$ cat src/rtl/uart_transmitter.sv
// rtl/uart_transmitter.sv - 8N1 UART transmitter behind a valid/ready byte handshake
// SOut and DataInReady are both registered; a frame is 10 symbol periods from start to stop.
module uart_transmitter #(
  parameter int ClockFreq = 50_000_000,
  parameter int BaudRate  = 115_200
) (
  input  logic       Clock,
  input  logic       Reset,
  input  logic [7:0] DataIn,
  input  logic       DataInValid,
  output logic       DataInReady,
  output logic       SOut
);

  localparam int SymbolEdgeTime    = ClockFreq / BaudRate;
  localparam int ClockCounterWidth = $clog2(SymbolEdgeTime);
  localparam logic [ClockCounterWidth-1:0] LastCount = ClockCounterWidth'(SymbolEdgeTime - 1);

  typedef enum logic {IDLE, TX} state_e;

  state_e                         state_q, state_d;
  logic [ClockCounterWidth-1:0]   count_q, count_d;
  logic [3:0]                     bit_idx_q, bit_idx_d;
  logic [9:0]                     shift_q, shift_d;
  logic                           ready_q, ready_d;
  logic                           sout_q, sout_d;

  always_ff @(posedge Clock) begin
    if (Reset) begin
      state_q   <= IDLE;
      count_q   <= '0;
      bit_idx_q <= '0;
      shift_q   <= '0;
      ready_q   <= 1'b0;
      sout_q    <= 1'b1;
    end else begin
      state_q   <= state_d;
      count_q   <= count_d;
      bit_idx_q <= bit_idx_d;
      shift_q   <= shift_d;
      ready_q   <= ready_d;
      sout_q    <= sout_d;
    end
  end

  always_comb begin
    state_d   = state_q;
    count_d   = count_q;
    bit_idx_d = bit_idx_q;
    shift_d   = shift_q;
    ready_d   = 1'b0;
    sout_d    = sout_q;
    case (state_q)
      IDLE: begin
        sout_d  = 1'b1;
        ready_d = 1'b1;
        if (DataInValid && ready_q) begin
          state_d   = TX;
          count_d   = '0;
          bit_idx_d = 4'd0;
          shift_d   = {1'b1, DataIn, 1'b0};
          ready_d   = 1'b0;
          sout_d    = 1'b0;
        end
      end
      TX: begin
        sout_d = shift_q[0];
        if (count_q == LastCount) begin
          count_d = '0;
          if (bit_idx_q == 4'd9) begin
            // Stop bit done: ready and idle-high appear together on the next cycle.
            state_d = IDLE;
            ready_d = 1'b1;
            sout_d  = 1'b1;
          end else begin
            shift_d   = {1'b1, shift_q[9:1]};
            bit_idx_d = bit_idx_q + 4'd1;
            sout_d    = shift_q[1];
          end
        end else begin
          count_d = count_q + 1'b1;
        end
      end
      default: state_d = IDLE;
    endcase
  end

  assign DataInReady = ready_q;
  assign SOut        = sout_q;

endmodule

$ cat config.mk
export PLATFORM = sky130hd
export DESIGN_NAME = uart_transmitter
export DESIGN_NICKNAME = d
export VERILOG_FILES = /design/src/rtl/uart_transmitter.sv
export SDC_FILE = /design/constraint.sdc
export NUM_CORES = 1
export LEC_CHECK = 0
export ABC_CLOCK_PERIOD_IN_PS = 1950
export CORE_MARGIN = 10
export CORE_UTILIZATION = 50
export DETAILED_ROUTE_END_ITERATION = 8
export HOLD_SLACK_MARGIN = 0.15
export PLACE_DENSITY_LB_ADDON = 0.12
export SYNTH_ARGS = -nofsm -noshare
export SYNTH_HDL_FRONTEND = slang
export SYNTH_SLANG_ARGS = --single-unit
$ cat constraint.sdc
create_clock -name Clock -period 1.95 [get_ports Clock]
set_input_delay 0.195 -clock Clock [delete_from_list [all_inputs] [get_ports Clock]]
set_output_delay 0.195 -clock Clock [all_outputs]
set_load 0.03 [all_outputs]
* Word-level counts from Yosys, hierarchy flattened *
Cells that the tools add are included.

operators by class
  add/subtract/negate cells = 2
  equal/unequal tests = 5
  mux-type cells = 22
  bitwise operators = 1
  reduce and logical (&&, ||, !) cells = 2

operators by type and width
  kind                   number
  $mux W10               3
  $pmux W10 S2           1
  $mux W9                2
  $pmux W9 S2            1
  $mux W4                3
  $add A9 B1 Y9 const B  1
  $eq A9 B9 Y1 const B   1
  $mux W1                8
  $pmux W4 S2            1
  $pmux W1 S2            3
  $add A4 B1 Y4 const B  1
  $eq A4 B4 Y1 const B   1
  $ne A2 B2 Y1 const B   2
  $reduce_and A3 Y1      1
  $ne A2 B1 Y1 const B   1
  $logic_and A1 B1 Y1    1
  $not A1 Y1             1

storage, ports and cells
  register bits after elaboration = 26
  input port bits = 11
  output and inout bits = 2
  word-level logic and storage cells = 38

* Longest topological paths before layout *
  depth in word-level cells = 4
  depth in mapped cells = 7
  gate-level depth less buffers = 6

* Least setup slack after synthesis *
No wires, ideal clock.

  path kind = reg-to-reg
  start = register count_q[0]
  end = register shift_q[1]
  library setup time = 137 ps
  arrival = 1454 ps
  data required time = 1813 ps
  path slack = 359 ps
  stages on the path, launching flop included = 7
  path buffers = 1
  clock period less this slack = 1591 ps
  cell sequence = dfxtp_1 ha_1 nand4b_2 o21a_1 buf_2 nor2_2 a211oi_1

between the ends
  longest elaborated chain between the ends = 3

RTL lines
  element                      line  source
  start: declaration           22    logic [ClockCounterWidth-1:0] count_q, count_d;
  start signal: assignment     38    count_q <= count_d;
  $eq A9 B9 Y1                 68    if (count_q == LastCount) begin
  $ne A2 B1 Y1 (no line)       --
  $reduce_and A3 Y1 (no line)  --
  end signal: assignment       40    shift_q <= shift_d;
  end: declaration             24    logic [9:0] shift_q, shift_d;

No other way between the ends.
A chain may end at the register's enable or synchronous reset.

* Final worst setup path *
  start = register count_q[1]
  end = register bit_idx_q[0]

between the ends
  longest elaborated chain between the ends = 3

RTL lines
  element                      line  source
  $eq A9 B9 Y1                 68
  $ne A2 B1 Y1 (no line)       --
  $reduce_and A3 Y1 (no line)  --
  end signal: assignment       39    bit_idx_q <= bit_idx_d;
  end: declaration             23    logic [3:0] bit_idx_q, bit_idx_d;

No other way between the ends.

==> run summary <==
Status = complete, no violations
NumNets Final = 177
CP Class = reg2reg
DR WL/cell = 15.7 um
Startpoint types = register
Share of cells above drive strength 1 = 12.4%
Syn_area_per_cell = 9.17 um2
Yosys reg bits = 26
Final Critical Period = 1.81 ns
Post-CTS Setup Inserts = 0
Post_cts resized = 0
Fillers = 218
Final hold vios = 0
Final WL = 3000 um
Yosys warnings = 0
Clock buffer depth = 2
Antenna Cells = 0
Post-CTS Hold Buffers = 0
Skew-Pair Late Insertion Delay = 0.33 ns
Worst Path Buf+Inv = 1
Die width = 71.2 um
Via density = 6.08
Core Rows = 18
Worst Path Required = 2.22 ns
Vias in the first global route = 1,093
Area grow syn2layout = 17.5%
CP Max Fanout = 8
Placed wire-length estimate = 2210 um
Multi-input logic area = 728 um2
Total of max-cap violations = 0
Slew HR = 71.9%
H-tree depth = 1
Post-Synthesis Cell Area = 0.00131 mm2
Antenna violations before repair = 0
Highest-count cells in the layout ignoring fill and taps = dfxtp_1, a21oi_1, clkdlybuf4s50_1, nand3_1, buf_4
Setup crit end kind = register
IO Port Bufs = 12
Overall Global Routing Usage = 11.9%
Post-synthesis cell count = 143
Fin. max-slew vios = 0
Most common cell after layout, fill and taps aside = dfxtp_1
Delay of the slowest cell on the worst path = 0.48 ns
VDD IR max = 0.546 mV
Full die area = 0.00507 mm2
Clk_skew = 0.00161 ns
Overflow after GRT = 0
Finish-stage setup viols = 0
Tcrit/Tclk final = 92.9%
CTS tree = built
I/O pin count = 13
Final std cells w/o fill = 191
Post-route ant nets = 0
Register area = 520 um2
First-pass GRT wire length = 5190 um
Register area share after synthesis = 39.7%
Worst-path clk slew = 0.15 ns
Overall Power = 0.00118 W
Placed cell count = 187
Core Region = 0.00250 mm2
Largest net degree at the start of global routing = 15
CP delay by family, top = simple AND/OR/NAND/NOR gates
GP Congestion = 0.802
Distinct cells, synth = 36
RSZ-0062 raised after global routing = yes
DRC = 0
Clock tree sinks = 26
Hold WC Path Type = reg2reg
Critical Path AT = 2.08 ns
Pre-antenna DRT Iters = 4
Pwr dens = 765 mW/mm2
Syn nets = 158
Vias = 1,161
Worst path slowest cell = or4_1
Initial Util = 52.5%
CTS Buf Count = 3
FMAX = 552 MHz
Critical path cell sequence = inv_1 -> ha_1 -> nand4b_2 -> o21a_1 -> or4_1 -> a21oi_1
Die Y = 71.2 um
Slew @ Worst Pin = 0.420 ns
Root buf cell = clkbuf_4
LEAKAGE = 0.578 nW
Hold slack final = 0.495 ns
DRT iter0 DRCs = 106
Util after Layout = 61.6%
[Yosys cell counts]
library cell	number	area (um2)
or4_1	6	45.0
o21a_1	2	15.0
o21ai_0	5	25.0
inv_1	4	15.0
nand4bb_4	1	27.5
dfxtp_1	26	521
buf_2	2	10.0
a211oi_1	8	60.1
o311ai_0	1	8.76
a21oi_1	17	85.1
nor2b_1	2	12.5
o22ai_1	1	6.26
nor4b_1	2	17.5
a21o_1	3	22.5
a311o_1	1	10.0
nand4b_2	1	15.0
o21ai_2	1	8.76
and3b_1	1	8.76
buf_4	1	7.51
a41oi_1	1	8.76
nand2_1	5	18.8
nand4_1	4	25.0
nor4_1	2	12.5
mux2_2	1	11.3
nor2_2	1	6.26
mux2i_1	9	90.1
nor3_1	2	10.0
nor2_1	4	15.0
clkbuf_1	5	18.8
buf_6	1	11.3
nand3_1	11	55.1
o31ai_1	2	15.0
and2_1	2	12.5
a311oi_1	2	17.5
ha_1	4	50.1
and3_1	2	12.5
[cell type report]
class,instances,area share [%]
clock buffer,4,2.36
inverter,4,0.975
multi-input combinational,104,47.3
sequential,26,33.8
tap,30,2.44
timing repair buffer,23,13.2
[where the power goes]
group          switching, W  total (W)  internal (W)
clock              0.000169   0.000283      0.000114
sequential        0.0000343   0.000611      0.000577
combinational      0.000156   0.000284      0.000128
[per-layer routing]
layer	track usage [%]	up-vias	wire (um)	part of all wire, %
met4	3.87	0	37	1.2
met5	0	-	0	0
met1	16.2	540	1430	48
li1	-	582	-	-
met2	18.4	34	1410	47
met3	1.93	5	128	4.3
[worst register-to-register path, cell delays in order, from the launching register on]
cell and delay (ns):
dfxtp_1 0.37, inv_1 0.08, ha_1 0.17, nand4b_2 0.18, o21a_1 0.32, or4_1 0.48, a21oi_1 0.15
[stage by stage]
step / instance area, um2 / TNS (ns) / worst slack [ns]
after floorplan: 1310 / 0 / 0.359
after global placement: 1500 / 0 / 0.277
after detailed placement: 1500 / 0 / 0.177
after CTS: 1540 / 0 / 0.146
after global routing: 1540 / -0.000102 / -0.000102
final: 1540 / 0 / 0.138
[sequential cells by signal, summed over array words and instances (netlist names)]
signal,cells
DataInReady,1
count_q,9
bit_idx_q,4
SOut,1
shift_q,10
state_q,1
[final timing paths]
path	from	end	slack [ns]	depth (start not counted)
worst max register to register	count_q[1]$_SDFFE_PP0P_	bit_idx_q[0]$_SDFFE_PP0P_	0.14	6
worst max-delay path	count_q[1]$_SDFFE_PP0P_	bit_idx_q[0]$_SDFFE_PP0P_	0.14	6
worst min register to register	bit_idx_q[3]$_SDFFE_PP0P_	bit_idx_q[3]$_SDFFE_PP0P_	0.50	2
worst min-delay path	bit_idx_q[3]$_SDFFE_PP0P_	bit_idx_q[3]$_SDFFE_PP0P_	0.50	2
[cells by family after synthesis]
logic type / count (synthesis) / share of synthesized area (%)
AND/OR/NAND/NOR: 46 / 22.4
AO/OA/AOI/OAI: 44 / 21.6
flip-flops: 26 / 39.7
buffers and inverters: 13 / 4.77
multiplexers: 10 / 7.73
adder cells (fa/ha/maj): 4 / 3.82
Note: power is estimated with default switching activity, not from simulation.
